`src/rtl/hazard_stall_ctrl.sv`:
```
// -----------------------------------------------------------------------------
// hazard_stall_ctrl
//
// Pipeline interlock for the five-stage MIPS core. Each cycle it decides
// whether the D-stage instruction must wait. When it must, the PC and the F/D
// register are frozen and a bubble is injected into the D/E register.
//
// Stall sources, ORed together:
//   - register-operand hazards: the D-stage Tuse is compared against the
//     Tnew of the E and M stage producers;
//   - HI/LO hazard: raised while the multiply/divide unit is busy. The busy
//     counter lives in this block;
//   - eret/EPC hazard: raised while an mtc0 to EPC is still in E or M.
// An exception/interrupt flush (IntExcReq) overrides every stall, so the
// handler fetch is never blocked.
//
// Ports:
//   clk, reset                      clock (rising edge), async active-high reset
//   IntExcReq                       exception/interrupt flush this cycle
//   D_Rs, D_Rt, D_TuseRs, D_TuseRt  D-stage operand indices and Tuse (3 = unused)
//   D_IsMD, D_IsEret                D-stage instruction class
//   E_WriteAddr, E_Tnew, E_RegWrite E-stage producer
//   E_Start, E_IsDiv                mult/div start pulse in E, and div qualifier
//   E_IsMtcEpc, M_IsMtcEpc          mtc0 $14 in E / M
//   M_WriteAddr, M_Tnew, M_RegWrite M-stage producer
//   Stall                           freeze F/D, clear D/E
//   MDBusy                          multiply/divide unit busy
//   MDCount                         current busy counter (debug)
// -----------------------------------------------------------------------------
module hazard_stall_ctrl #(
  parameter int unsigned MULT_CYCLES = 5,
  parameter int unsigned DIV_CYCLES  = 10
) (
  input  logic       clk,
  input  logic       reset,
  input  logic       IntExcReq,
  input  logic [4:0] D_Rs,
  input  logic [4:0] D_Rt,
  input  logic [1:0] D_TuseRs,
  input  logic [1:0] D_TuseRt,
  input  logic       D_IsMD,
  input  logic       D_IsEret,
  input  logic [4:0] E_WriteAddr,
  input  logic [1:0] E_Tnew,
  input  logic       E_RegWrite,
  input  logic       E_Start,
  input  logic       E_IsDiv,
  input  logic       E_IsMtcEpc,
  input  logic [4:0] M_WriteAddr,
  input  logic [1:0] M_Tnew,
  input  logic       M_RegWrite,
  input  logic       M_IsMtcEpc,
  output logic       Stall,
  output logic       MDBusy,
  output logic [3:0] MDCount
);

  localparam logic [3:0] MULT_LOAD = 4'(MULT_CYCLES);
  localparam logic [3:0] DIV_LOAD  = 4'(DIV_CYCLES);

  logic       haz_rs;
  logic       haz_rt;
  logic       haz_md;
  logic       haz_eret;
  logic       e_start_eff;
  logic [3:0] md_count_d;
  logic [3:0] md_count_q;

  // ---------------------------------------------------------------------------
  // Register-operand hazards.
  // A producer blocks the consumer when it targets the same register and its
  // result arrives later than the consumer needs it (Tuse < Tnew). Tuse = 3
  // (operand unused) can never be below Tnew, which is at most 2. Register $0
  // is hard-wired to zero and is never a real dependency.
  // ---------------------------------------------------------------------------
  always_comb begin
    // NOTE: every signal written in this block gets a default first, so no
    // path through it can leave a value unassigned and infer a latch.
    haz_rs = 1'b0;
    haz_rt = 1'b0;

    if (D_Rs != 5'd0) begin
      if (E_RegWrite && (E_WriteAddr == D_Rs) && (D_TuseRs < E_Tnew))
        haz_rs = 1'b1;
      if (M_RegWrite && (M_WriteAddr == D_Rs) && (D_TuseRs < M_Tnew))
        haz_rs = 1'b1;
    end

    if (D_Rt != 5'd0) begin
      if (E_RegWrite && (E_WriteAddr == D_Rt) && (D_TuseRt < E_Tnew))
        haz_rt = 1'b1;
      if (M_RegWrite && (M_WriteAddr == D_Rt) && (D_TuseRt < M_Tnew))
        haz_rt = 1'b1;
    end
  end

  // ---------------------------------------------------------------------------
  // Multiply/divide busy tracking.
  // A start in E during a flush belongs to an instruction that is being
  // discarded, so it is suppressed. An operation that is already counting was
  // started by an older, committed instruction and runs to completion.
  // ---------------------------------------------------------------------------
  assign e_start_eff = E_Start & ~IntExcReq;

  always_comb begin
    md_count_d = md_count_q;
    if (e_start_eff)
      md_count_d = E_IsDiv ? DIV_LOAD : MULT_LOAD;
    else if (md_count_q != 4'd0)
      md_count_d = md_count_q - 4'd1;
  end

  // The counter has no reset-free storage, so an async clear is cheap and it
  // lets a mid-operation reset drop MDBusy without waiting for a clock edge.
  always_ff @(posedge clk or posedge reset) begin
    // NOTE: sequential state is updated with non-blocking assignments so every
    // flop samples the pre-edge value regardless of block ordering.
    if (reset)
      md_count_q <= 4'd0;
    else
      md_count_q <= md_count_d;
  end

  // The start cycle is busy too, because the counter still shows 0 then.
  assign MDBusy  = e_start_eff | (md_count_q != 4'd0);
  assign MDCount = md_count_q;
  assign haz_md  = D_IsMD & MDBusy;

  // ---------------------------------------------------------------------------
  // eret reads EPC in D, so it must wait until any mtc0 to EPC still in flight
  // in E or M has been written.
  // ---------------------------------------------------------------------------
  assign haz_eret = D_IsEret & (E_IsMtcEpc | M_IsMtcEpc);

  // A flush redirects the PC to the handler and must never be held off.
  assign Stall = (haz_rs | haz_rt | haz_md | haz_eret) & ~IntExcReq;

endmodule

```
`config.mk`:
```
export PLATFORM = sky130hd
export DESIGN_NAME = hazard_stall_ctrl
export DESIGN_NICKNAME = d
export VERILOG_FILES = /design/src/rtl/hazard_stall_ctrl.sv
export SDC_FILE = /design/constraint.sdc
export NUM_CORES = 1
export LEC_CHECK = 0
export ABC_AREA = 1
export BUFFER_PORTS_ARGS = -buffer_cell sky130_fd_sc_hd__clkbuf_2
export CAP_MARGIN = 15
export CORE_UTILIZATION = 45
export CTS_CLUSTER_SIZE = 12
export DETAILED_ROUTE_END_ITERATION = 10
export PLACE_DENSITY = 0.82
export SKIP_LAST_GASP = 1
export SYNTH_ARGS = -nofsm -noshare
export SYNTH_HDL_FRONTEND = slang
export SYNTH_SLANG_ARGS = --single-unit
```
`constraint.sdc`:
```
create_clock -name clk -period 2.7 [get_ports clk]
set_input_delay 0.54 -clock clk [delete_from_list [all_inputs] [get_ports clk]]
set_output_delay 0.54 -clock clk [all_outputs]
set_load 0.01 [all_outputs]
```
==> flow_summary.json <==
{
  "core_area_mm2": 0.001594,
  "ant_nets": 0,
  "wl_met1_um": 898,
  "dieArea_mm2": 0.001961,
  "ys_warn_count": 0,
  "p_switching_uw": 210.2,
  "crit_fanout": 2,
  "fmax_mhz": 461.4,
  "critPathRequiredTime_ns": 2.16,
  "final_core_util_pct": 67.58,
  "hpwl_mm": 1.809,
  "clkLatencyLatePin_ns": 0.23,
  "ios": 45,
  "leakagePower_uw": 0.0007332,
  "cts_max_path_buffers": 2,
  "status": "complete, no violations",
  "largest_register_ffs": 4,
  "rr_startpoint": "MDCount[0]",
  "async_flop_share_pct": 100.0,
  "grt_pass1_vias": 894,
  "p_int_uw": 263.7,
  "arrival_ns": 1.63,
  "drv_slew": 0,
  "cp-startpoint": "D_TuseRs[1]",
  "ctsRootBufferMaster": "clkbuf_4",
  "initial_core_util_pct": 50.47,
  "antenna_found_initial": 0,
  "rows": 14,
  "vdd_drop_max_v": 0.0005296,
  "clkTransAtPathRegs_ns": 0.04,
  "highest-signal-layer": "met3",
  "final_area_mm2": 0.001077,
  "yosysMostFrequentCell": "nand2_1",
  "layout.nets": 249,
  "wl_per_cell_um": 8.854,
  "cts_hold_repair.buffers": 0,
  "drive_above_1_share_pct": 29.21,
  "yosys.area.top_type": "nand2_1",
  "antennaDiodeCount": 0,
  "seq_area_frac_synth_pct": 12.44,
  "numCtsBuffers": 3,
  "timing.final.crit_period_ns": 2.167,
  "setup_violations": 0,
  "grt_max_degree": 7,
  "vias_per_cell": 4.584,
  "synth_top_area_share_pct": 24.73,
  "slew_headroom_pct": 82.67,
  "clock_skew_ns": 0.001309,
  "io_buffers": 44,
  "combinationalPowerShare_pct": 60.0,
  "drt-initial-drc-count": 20,
  "cp-start-kind": "input port",
  "hold_viol_final": 0,
  "cts_setup_buffers": 0,
  "grt_setup_unrepaired": "no",
  "route.vias.total": 1036,
  "place_area_mm2": 0.001055,
  "die_y_um": 44.28,
  "synth_cells": 155,
  "synth_nets": 200,
  "ys_types": 19,
  "tightest_slew_ns": 0.2579,
  "seqPwrFrac_pct": 24.2,
  "cts_tree": "built",
  "dr.pass1.iters": 5,
  "routed-wl-met3_um": 163,
  "avgSynthCellArea_um2": 5.190,
  "min_path_type": "in -> async",
  "numClockSinks": 4,
  "synth.area.top_cells": "nand2_1, inv_1, dfrtp_1",
  "dieWidth_um": 44.28,
  "swShare_pct": 44.35,
  "pwr-share-clk_pct": 15.8,
  "cts_resized": 0,
  "synth_area_um2": 804.5,
  "wl_met2_um": 938,
  "ys_ff_latch": 4,
  "fin_setup_tns_ns": 0,
  "cts_max_level": 1,
  "power.density_mw_per_mm2": 439.9,
  "wl_mm": 2.001,
  "synth_ff_type": "dfrtp_1",
  "synth_commonest_cells": "nand2_1, inv_1, nor2_1, nand3_1, inv_2",
  "grt_pass1_wl_mm": 3.374,
  "end_kind": "output pin",
  "grt_overflow": 0,
  "finalCritPeriodShare_pct": 80.26,
  "area_delta_synth_final_pct": 33.90,
  "gp_congestion": 0.9037,
  "grtUsageTotal_pct": 22.47,
  "synth-edff-count": 0,
  "crit_type": "in -> out",
  "drcViolationCount": 0,
  "drv_cap": 0
}
==> per-layer routing <==
layer | GRT usage, % | up-vias
li1 | - | 553
met1 | 27.79 | 436
met2 | 41.18 | 47
met3 | 6.122 | 0
met4 | 0 | 0
met5 | 0 | -
==> worst paths after layout <==
kind	to	slack (ns)	cells after the start
setup / recovery	Stall	0.53	12
hold / removal	MDCount[0]	0.17	2
setup reg to reg	MDCount[0]	1.45	6
hold reg to reg	MDCount[3]	0.61	2
max in group asynchronous	MDCount[2]	2.37	2
min in group clk	MDCount[3]	0.61	2
==> layout by cell type (no fill, tap or decap) <==
cell type,instances
a21oi_1,5
nor2_1,18
o21ai_0,3
dfrtp_1,4
clkbuf_4,3
nand2_1,53
clkinv_1,2
inv_2,7
clkbuf_2,44
nand2_2,2
nand4_2,1
ha_1,6
xnor2_1,2
o21a_1,2
nand3_1,10
nor2_2,2
o21ai_1,1
nor3_1,2
inv_1,30
or2_1,1
xor2_1,4
==> logic make-up (layout without fill, tap and decap cells) <==
group / after synthesis / after routing / share of synthesized area [%]
AOI/OAI and AO/OA: 11 / 11 / 7.463
xor gates and xnor gates: 6 / 6 / 6.532
adders and majority gates: 6 / 6 / 9.331
buffers and inverters: 39 / 86 / 18.20
DFF: 4 / 4 / 12.44
and+or+nand+nor: 89 / 89 / 46.03
==> worst max-delay path, cell delays in order <==
cell      delay [ns]
clkbuf_2        0.10
ha_1            0.27
o21ai_0         0.08
nand2_1         0.10
nor2_1          0.09
nand2_1         0.06
nand2_1         0.05
nand2_1         0.06
nand3_1         0.08
nand2_1         0.05
inv_1           0.04
clkbuf_2        0.12
==> layout make-up <==
class                           instances  area, µm²
Clock buffer                            3      22.52
Tap cell                               24      30.03
Fill cell                             163      516.7
Timing Repair Buffer                   44      220.2
Sequential cell                         4      100.1
Inverter                               39      146.4
Multi-Input combinational cell        112      558.0
==> through the flow <==
step	hold slack (ns)	total power, µW	setup slack [ns]	cells
4_1_cts	0.1651	481.0	0.5245	226
5_1_grt	0.1669	533.6	0.3312	226
3_3_place_gp	0.4065	392.5	0.5386	223
2_1_floorplan	0.3061	296.9	0.8087	155
3_5_place_dp	0.4185	402.4	0.5284	223
6_report	0.1677	473.9	0.5329	226
==> power by group through the flow <==
stage               Combinational, µW  Clock (µW)  Sequential [µW]
finish                            284        74.8              115
detailed placement                287           0              116
floorplan                         169           0              128
global route                      333        82.3              118
CTS                               288        78.1              115
global placement                  279           0              113
(Power assumes the default switching activity.)
